--- config.mk ---
export PLATFORM = sky130hd
export DESIGN_NAME = gen_sub_key_flat
export DESIGN_NICKNAME = d
export VERILOG_FILES = /design/src/rtl/gen_sub_key_if.sv /design/src/rtl/gen_sub_key.sv /design/src/flat_wrapper.sv
export SDC_FILE = /design/constraint.sdc
export NUM_CORES = 1
export LEC_CHECK = 0
export BUFFER_PORTS_ARGS = -buffer_cell sky130_fd_sc_hd__buf_2
export CAP_MARGIN = 20
export CORE_ASPECT_RATIO = 1.2
export CORE_MARGIN = 2
export CORE_UTILIZATION = 25
export DETAILED_ROUTE_END_ITERATION = 10
export PLACE_DENSITY = 0.46
export SYNTH_ARGS = -nofsm -noshare
export SYNTH_HDL_FRONTEND = slang
export SYNTH_SLANG_ARGS = --single-unit
--- constraint.sdc ---
create_clock -name clk -period 1.05 [get_ports clk]
set_clock_uncertainty 0.05 [all_clocks]
set_input_delay 0.21 -clock clk [delete_from_list [all_inputs] [get_ports clk]]
set_output_delay 0.21 -clock clk [all_outputs]
set_load 0.01 [all_outputs]
--- src/rtl/gen_sub_key_if.sv ---
// Bus bundle for one AES-128 key-expansion round: round constant, previous
// key and its qualifier in; next key and its strobe out.
interface gen_sub_key_if #(
  parameter int KEY_LEN  = 128,
  parameter int WORD_LEN = 32
);
  logic [WORD_LEN-1:0] Rcon;
  logic [KEY_LEN-1:0]  data_in;
  logic                valid_in;
  logic [KEY_LEN-1:0]  data_out;
  logic                valid_out;

  modport master (
    output Rcon, data_in, valid_in,
    input  data_out, valid_out
  );

  modport slave (
    input  Rcon, data_in, valid_in,
    output data_out, valid_out
  );
endinterface

--- src/rtl/gen_sub_key.sv ---
// One AES-128 key-schedule round:
//   next = {n0..n3}, with temp = SubWord(RotWord(w3)) ^ Rcon.
// The result is registered, so latency is one clock and a new key can be
// accepted every cycle. There is no state other than the output register.

// Forward AES S-box for a single byte lane.
module gen_sub_key_sbox (
  input  logic [7:0] i_byte,
  output logic [7:0] o_byte
);
  localparam logic [0:255][7:0] SBOX = {
    128'h637c777bf26b6fc53001672bfed7ab76,
    128'hca82c97dfa5947f0add4a2af9ca472c0,
    128'hb7fd9326363ff7cc34a5e5f171d83115,
    128'h04c723c31896059a071280e2eb27b275,
    128'h09832c1a1b6e5aa0523bd6b329e32f84,
    128'h53d100ed20fcb15b6acbbe394a4c58cf,
    128'hd0efaafb434d338545f9027f503c9fa8,
    128'h51a3408f929d38f5bcb6da2110fff3d2,
    128'hcd0c13ec5f974417c4a77e3d645d1973,
    128'h60814fdc222a908846eeb814de5e0bdb,
    128'he0323a0a4906245cc2d3ac629195e479,
    128'he7c8376d8dd54ea96c56f4ea657aae08,
    128'hba78252e1ca6b4c6e8dd741f4bbd8b8a,
    128'h703eb5664803f60e613557b986c11d9e,
    128'he1f8981169d98e949b1e87e9ce5528df,
    128'h8ca1890dbfe6426841992d0fb054bb16
  };

  assign o_byte = SBOX[i_byte];
endmodule

module gen_sub_key #(
  parameter int KEY_LEN  = 128,
  parameter int WORD_LEN = 32
) (
  input  logic          clk,
  input  logic          reset,
  gen_sub_key_if.slave  bus
);
  localparam int NUM_LANES = WORD_LEN / 8;
  localparam int STAGES    = 1;

  logic [WORD_LEN-1:0]            w_w0, w_w1, w_w2, w_w3;
  logic [NUM_LANES-1:0][7:0]      w_rot;
  logic [NUM_LANES-1:0][7:0]      w_sub;
  logic [WORD_LEN-1:0]            w_temp;
  logic [WORD_LEN-1:0]            w_n0, w_n1, w_n2, w_n3;
  logic [KEY_LEN-1:0]             w_next;
  logic [KEY_LEN-1:0]             r_data;
  logic [STAGES:1]                r_vld;
  logic [STAGES:0]                w_vld_pipe;

  // w0 is the most significant word of the key
  assign {w_w0, w_w1, w_w2, w_w3} = bus.data_in;

  // RotWord: left rotate w3 by one byte
  assign w_rot = {w_w3[WORD_LEN-9:0], w_w3[WORD_LEN-1:WORD_LEN-8]};

  // SubWord: one S-box per byte lane
  for (genvar g = 0; g < NUM_LANES; g++) begin : g_lane
    gen_sub_key_sbox u_sbox (
      .i_byte (w_rot[g]),
      .o_byte (w_sub[g])
    );
  end

  // Rcon is applied as supplied, no range check
  assign w_temp = w_sub ^ bus.Rcon;
  assign w_n0   = w_w0 ^ w_temp;
  assign w_n1   = w_w1 ^ w_n0;
  assign w_n2   = w_w2 ^ w_n1;
  assign w_n3   = w_w3 ^ w_n2;
  assign w_next = {w_n0, w_n1, w_n2, w_n3};

  // valid travels alongside the data as a shift register
  assign w_vld_pipe = {r_vld, bus.valid_in};

  // Capture the next key on valid input; otherwise hold the last key
  always_ff @(posedge clk or negedge reset) begin
    if (!reset) begin
      r_data <= '0;
      r_vld  <= '0;
    end else begin
      r_vld <= w_vld_pipe[STAGES-1:0];
      if (bus.valid_in) r_data <= w_next;
    end
  end

  assign bus.data_out  = r_data;
  assign bus.valid_out = w_vld_pipe[STAGES];
endmodule

--- src/flat_wrapper.sv ---
// flat-port wrapper written by rule: the top's interface ports become plain ports
module gen_sub_key_flat 
#(
  parameter int KEY_LEN  = 128,
  parameter int WORD_LEN = 32
)
  (clk, reset, bus_Rcon, bus_data_in, bus_valid_in, bus_data_out, bus_valid_out);
  gen_sub_key_if #(.KEY_LEN(KEY_LEN), .WORD_LEN(WORD_LEN)) bus_i ();
  input  logic clk;
  input  logic reset;
  input wire logic [$bits(bus_i.Rcon)-1:0] bus_Rcon;
  input wire logic [$bits(bus_i.data_in)-1:0] bus_data_in;
  input wire logic [$bits(bus_i.valid_in)-1:0] bus_valid_in;
  output wire logic [$bits(bus_i.data_out)-1:0] bus_data_out;
  output wire logic [$bits(bus_i.valid_out)-1:0] bus_valid_out;
  assign bus_i.Rcon = bus_Rcon;
  assign bus_i.data_in = bus_data_in;
  assign bus_i.valid_in = bus_valid_in;
  assign bus_data_out = bus_i.data_out;
  assign bus_valid_out = bus_i.valid_out;
  gen_sub_key #(.KEY_LEN(KEY_LEN), .WORD_LEN(WORD_LEN)) u_core (.clk(clk), .reset(reset), .bus(bus_i));
endmodule
==> impl_results.md, run 1 <==
- Status: complete, but fails checks
- Violated checks: negative setup slack
- Crit path capture type: flip-flop
- Multiplexer share of the synthesized area: 0.107
- Worst Slack Setup Final: -1790 ps
- Total Power: 39.3 mW
- Slew headroom: 0.467
- Antenna Nets Post-Route: 0
- Fraction of registers with async set/reset: 1.00
- Most frequent cells in the layout: 1003 x buf_4, 256 x buf_2, 185 x nor2_1
- Gr ovfl total: 0
- Min-Delay Path Class: in -> reg
- Clk_lat worst skew: ~470 ps
- Synth Flop Type: dfrtp_1
- Worst Path Arrival: 3150 ps
- Final non-filler cell total: about 5200
- Synth Register Bits: approximately 130
- Fin. Hold Viols: 0
- Chip Height: between 300 and 400 um
- CP Max Fanout: 5
- CP required: roughly 1400 ps
- Number of cells produced by synthesis: 2827
- CTS Sinks: 129
- Vias in the first global route: 28797
- Avg Inst Size Synth: approximately 7.7 sq um
- Cell Area, Placed: approximately 0.033 sq mm
- Initial antenna violation count: 3
- Largest area contributor in the netlist: dfrtp_1
- Iteration-0 DRC Markers: about 3000
- Via count: just under 30000
- Top cells by area, synth: dfrtp_1 15%, a21oi_1 5.1%, xnor2_1 4.8%, o21ai_0 4.2%, mux2_2 4.1%
- Area growth, synth to finish: 78.2%
- Die area: ~0.09 sq mm
- Commonest non-fill, non-tap cell in the layout: buf_4
- EDFF count, synth: 0
- Synth unique cells: between 100 and 150
- # DRC: 0
- Starting Density: 0.252
- Clock-pin slew on the worst setup and hold paths: about 70 ps
- Worst-margin pin slew: between 700 and 800 ps
- Tcrit/Tclk final: 2.71
- Xor/xnor share of the synthesized area: 0.0992
- Leakage Power: 16.6 nW
- Global-route wire length before repair: between 150 and 200 mm
- Synth top area share: 0.149
- Post-DP HPWL: between 90 and 100 mm
- FP Rows: ~120
- Router iterations before antenna repair: 8
- Final net count: about 4300
- # IOs: a little under 300
- Max frequency: around 0.35 GHz
- Syn Nets: 3050
- Routed WL: 126 mm
- Share of layout cells above drive strength 1: 0.549
- GRT Total Usage: 0.275
- Routability congestion estimate: approximately 1.1
- Design area: around 0.039 sq mm
- Final Max Slew Viols: 0
- Die Wd: roughly 270 um
- Largest net degree at the start of global routing: 45
- RSZ-0062 raised after global routing: true
- Num CTS Buffers: 17
- Clk buf depth: 2
- CTS tree: yes
- Synth Area in Adders: 0.0346
- Mapped cell area: ~0.022 sq mm
- I/O Buffers: between 200 and 300
- Syn. warnings: 0
- Inst Count DP: 5003
- Synth Area in Compound Gates: 0.314
- Routed WL per cell: 24.3 um
- Min Clock Period, post-route: about 2800 ps
- Power per standard cell area: a little over 1000 mW/mm^2
- Routed vias/inst: 5.63
- Total core area: about 0.086 sq mm
- Simple-gate portion of the synthesized area: 0.215
- Finish-stage setup viols: 257
- Largest family of logic cells by synthesized area: compound AO/OA/AOI/OAI gates
- Startpoint Class: input port
- CTS Root Cell: clkbuf_16
- Max Cap Viol: 0
- Kind of critical path: in -> reg
- Maximum vdd ir drop: roughly 0.89 mV
- Seq/Total Area, Yosys: 0.149
- H-tree depth: 4
-- metrics by stage --
stage          utilization  setup TNS, ps  hold slack, ps  setup slack (ps)
5_1_grt              0.449        -226190            27.3             -1810
4_1_cts              0.428        -209960            2.81             -1680
3_5_place_dp         0.378        -284340             204             -2500
6_report             0.449        -214100            51.6             -1790
3_3_place_gp         0.378        -283540             209             -2500
2_1_floorplan            -        -202680            -136             -2270
-- cell usage after synthesis, drive strengths merged, types with 13 or more instances --
library cell	count
a21oi	223
nor2	209
o21ai	183
buf	169
clkbuf	156
nand2	154
dfrtp	129
xnor2	121
nand2b	117
nor2b	84
nand3	81
mux2	80
nor3	76
ha	60
mux2i	57
a211oi	52
inv	50
o211ai	50
a31oi	48
xor2	40
a311oi	39
mux4	37
o311ai	36
and2	34
o31ai	34
a2111oi	30
a221oi	25
o22ai	25
a211o	24
xnor3	24
o2111ai	22
or3	22
or2	21
nor3b	20
nand4	18
o221ai	17
and3	16
a21o	15
o32ai	15
o21a	14
nor4	13
-- area by class of cell --
class	count	area (sq um)
antenna	2	5.00
clock buffer	18	439
clock inverter	14	180
fill	8426	47400
inverter	59	323
multi-input combinational	2314	20600
sequential	129	3240
tap	1140	1430
timing repair buffer	1514	12400
-- critical path, cell delays in order --
cell     delay, ps
buf_12         100
inv_8           40
buf_12         120
ha_4           170
and2_4         140
or3_1          340
a31o_1         200
or4_4          520
a221o_1        340
or3_4          430
xnor2_4        160
xnor2_1        130
mux2_4         250
-- flip-flops by register name, indices dropped and copies added (netlist names) --
signal	count
u_core.bus.data_out	128
u_core.bus.valid_out	1
-- power by group --
group | internal (mW) | total (mW) | switching (mW) | leakage, nW
combinational | 12.7 | 24.8 | 12.1 | 14.9
sequential | 6.55 | 7.69 | 1.14 | 1.46
clock | 3.84 | 6.78 | 2.94 | 0.298
total | 23.1 | 39.3 | 16.2 | 16.6
-- path summary, 6_finish.rpt --
check,start,end,slack [ps],cells past startpoint
setup / recovery,bus_data_in[16],u_core.bus.data_out[26],-1790,13
hold / removal,bus_valid_in,u_core.bus.valid_out,50,2
setup reg to reg,u_core.bus.data_out[34],u_core.bus.data_out[34],150,1
hold reg to reg,u_core.bus.data_out[31],u_core.bus.data_out[31],450,1
max in group asynchronous,reset,u_core.bus.data_out[42],440,3
min in group asynchronous,reset,u_core.bus.data_out[127],270,3
-- repair_timing --
action / in CTS / in global routing
hold buffers: 8 / 0
endpoints found under the setup margin: 257 / 257
buffers inserted: 118 / 64
pin swaps: 218 / 181
gates resized for setup: 605 / 306
endpoints found under the hold margin: 136 / 0
cloned: 1 / 0
-- logic make-up (layout without fill, tap and decap cells) --
| kind of cell | after synthesis | in the layout |
|---|---|---|
| flip-flops | 129 | 129 |
| adder cells (fa/ha/maj) | 60 | 60 |
| multiplexers | 174 | 174 |
| XOR/XNOR | 192 | 192 |
| AND/OR/NAND/NOR | 904 | 904 |
| other | 0 | 2 |
| buffers and inverters | 384 | 1605 |
| AO/OA/AOI/OAI | 984 | 984 |
-- metal layers --
metal,vias to the layer above,wire [um],GRT usage
met5,-,12,0
met4,2,8780,0.161
met3,480,9270,0.0376
met2,1634,58100,0.448
met1,14030,50200,0.345
li1,13095,-,-
No activity file was read; power rests on OpenSTA's default activity.
==> inputs of run 2 (changes only) <==
==> constraint.sdc (replaced) <==
create_clock -name clk -period 1.05 [get_ports clk]
set_clock_uncertainty 0.05 [all_clocks]
set_input_delay 0.105 -clock clk [delete_from_list [all_inputs] [get_ports clk]]
set_output_delay 0.105 -clock clk [all_outputs]
set_load 0.01 [all_outputs]
==> run 2 against run 1 <==
Compared with the run above:
- the run ends with design-rule violations, negative setup slack left
- combinational power up 7%
- clock power down 3.4%
- final cell count up 1.8%
- non-clock buffer count up 96
- sequential share of layout area down 0.29 points
- largest power group unchanged
- highest routed layer is now met4
==> impl_results.md, run 2 (synthesized netlist as in run 1, its figures left out) <==
- Status: complete, but fails checks
- Violated checks: design-rule violations, negative setup slack
- Switching portion of total power: 0.409
- P_int: 24.2 mW
- Max Cap Viol: 0
- Num CTS Buffers: 17
- Kind of critical path: in -> reg
- H-tree depth: 4
- # IOs: around 300
- Routed vias/inst: ~5.7
- Largest register FFs: ~130
- Tcrit/Tclk final: 2.57
- Sequential Power Share: 0.192
- Finish-stage setup viols: around 260
- # diodes: 0
- Largest net degree at the start of global routing: 43
- I/O Buffers: ~290
- RSZ-0062 raised after global routing: true
- CP top delay family: multiplexers
- Worst-margin pin slew: 801 ps
- Min Clock Period, post-route: between 2000 and 3000 ps
- Iteration-0 DRC Markers: between 2000 and 3000
- Startpoint Class: input port
- Most frequent cells in the layout: 1034 x buf_4, 221 x buf_6, 220 x buf_2
- Maximum vdd ir drop: 1.26 mV
- # DRC: 1
- Gr ovfl total: 0
- Via count: around 30000
- Max frequency: between 0.3 and 0.4 GHz
- CTS Sinks: approximately 130
- Die area: slightly below 0.09 sq mm
- Logic pwr share: 0.648
- Design area: approximately 0.04 sq mm
- Share of layout cells above drive strength 1: 0.559
- Clock share of power: 0.160
- Initial antenna violation count: 1
- Router iterations before antenna repair: 8
- Crit-path max cell delay: slightly below 600 ps
- Routability congestion estimate: between 1 and 1.5
- Clk buf depth: 2
- Final net count: ~4400
- Crit path capture type: flip-flop
- Total core area: about 0.086 sq mm
- CP dominant cell by count: mux4_2
- Global-route wire length before repair: ~190 mm
- Chip Height: around 330 um
- CP Max Fanout: 12
- Power per standard cell area: a little over 1000 mW/mm^2
- CTS tree: yes
- Worst hold margin: around 41 ps
- Slew headroom: 0.464
- Multi-input gate area: about 0.021 sq mm
- GRT Total Usage: 0.284
- Final Max Slew Viols: 0
- Layout fillers: between 8000 and 9000
- Critical-path top delay cell: mux4_2
- Fin. Hold Viols: 0
- Min-Delay Path Class: in -> reg
- Cell chain of the critical path: buf_12, inv_8, ha_4, buf_6, inv_2, mux4_2, mux2_4, mux4_2, nand3_2, o2111ai_4, xnor2_2, xnor2_1, mux2_2
- CP required: 1350 ps
- FF+latch area: 0.00324 sq mm
- Worst Slack Setup Final: -1650 ps
- Starting Density: 0.252
- Leakage Power: between 15 and 20 nW
- Commonest non-fill, non-tap cell in the layout: buf_4
- CP bufs+invs: 4
- Clock-pin slew on the worst setup and hold paths: roughly 60 ps
- Clk_lat worst skew: between 400 and 500 ps
- Global-route met2 utilization: 0.457
- Worst Path Arrival: about 3000 ps
- Routed WL: about 130 mm
- CTS Root Cell: clkbuf_16
- Vias in the first global route: 29363
- Met1 GRT Util: 0.357
- FP Rows: roughly 120
- Post-DP HPWL: just over 100 mm
- GRT met3 Usage: 0.0402
- Cell Area, Placed: 0.0325 sq mm
- Area growth, synth to finish: 84.6%
- GR peak layer: met2
- Routed WL per cell: about 25 um
- Die Wd: about 270 um
- Antenna Nets Post-Route: 0
- NetSw: 16.7 mW
-- run 2: changes by cell type in the layout (fill, tap and decap cells not counted), moves of 8 or more --
cell | before | now
nor2b_4 | 17 | 25
o21ai_1 | 28 | 37
buf_4 | 1003 | 1034
xnor2_2 | 33 | 41
buf_2 | 256 | 220
dlygate4sd3_1 | 8 | 32
buf_12 | 64 | 72
a21oi_4 | 11 | 3
o21ai_0 | 138 | 123
buf_6 | 160 | 221
-- run 2: power by group through the flow --
stage               Combinational (mW)  Clock (mW)  Sequential [mW]
floorplan                         9.73           0             8.12
global placement                  20.3           0             7.69
detailed placement                20.2           0             7.70
CTS                               24.8        6.79             7.78
global route                      27.9        6.97             8.01
finish                            26.5        6.55             7.84
-- run 2: worst paths after layout --
kind	startpoint	endpoint	depth (start not counted)	slack [ps]
max in group asynchronous	reset	u_core.bus.data_out[127]	3	510
worst min register to register	u_core.bus.data_out[15]	u_core.bus.data_out[15]	1	450
worst min-delay path	bus_data_in[92]	u_core.bus.data_out[92]	3	40
worst max register to register	u_core.bus.data_out[52]	u_core.bus.data_out[52]	2	30
min in group asynchronous	reset	u_core.bus.data_out[119]	3	180
worst max-delay path	bus_data_in[0]	u_core.bus.data_out[11]	13	-1650
-- run 2: through the flow --
| step | total power, mW | utilization | cells | setup slack (ps) | TNS, ps |
|---|---|---|---|---|---|
| global route | 42.8 | 0.465 | 5284 | -1660 | -197470 |
| global placement | 28.0 | 0.378 | 5001 | -2520 | -269410 |
| finish | 40.9 | 0.465 | 5284 | -1650 | -185100 |
| CTS | 39.4 | 0.446 | 5219 | -1590 | -181140 |
| detailed placement | 27.9 | 0.378 | 5001 | -2570 | -270170 |
| floorplan | 17.9 | - | 2827 | -2170 | -189240 |
-- run 2: layer usage --
metal	part of all wire	wire length (um)
met2	0.46	60600
met4	0.067	8790
met5	0	0
met1	0.40	51900
met3	0.074	9720
-- run 2: cell type report --
class                      instances  area share
clock inverter                    15     0.00438
inverter                          59     0.00819
timing repair buffer            1610       0.340
clock buffer                      17      0.0106
sequential                       129      0.0811
multi-input combinational       2314       0.520
tap                             1140      0.0356
-- run 2: what timing repair did --
item | CTS | global route
buffers inserted | 166 | 89
gates cloned | 3 | 0
hold endpoints to repair | 175 | 0
resized for setup | 831 | 259
pin swaps | 237 | 163
endpoints found under the setup margin | 257 | 257
hold buffers | 32 | 0
-- run 2: worst reg2reg max path: cells and delay by family, from the launching register on --
family	cells	cell delay, ps
multiplexers	1	260
buffers and inverters	1	150
flip-flops	1	460
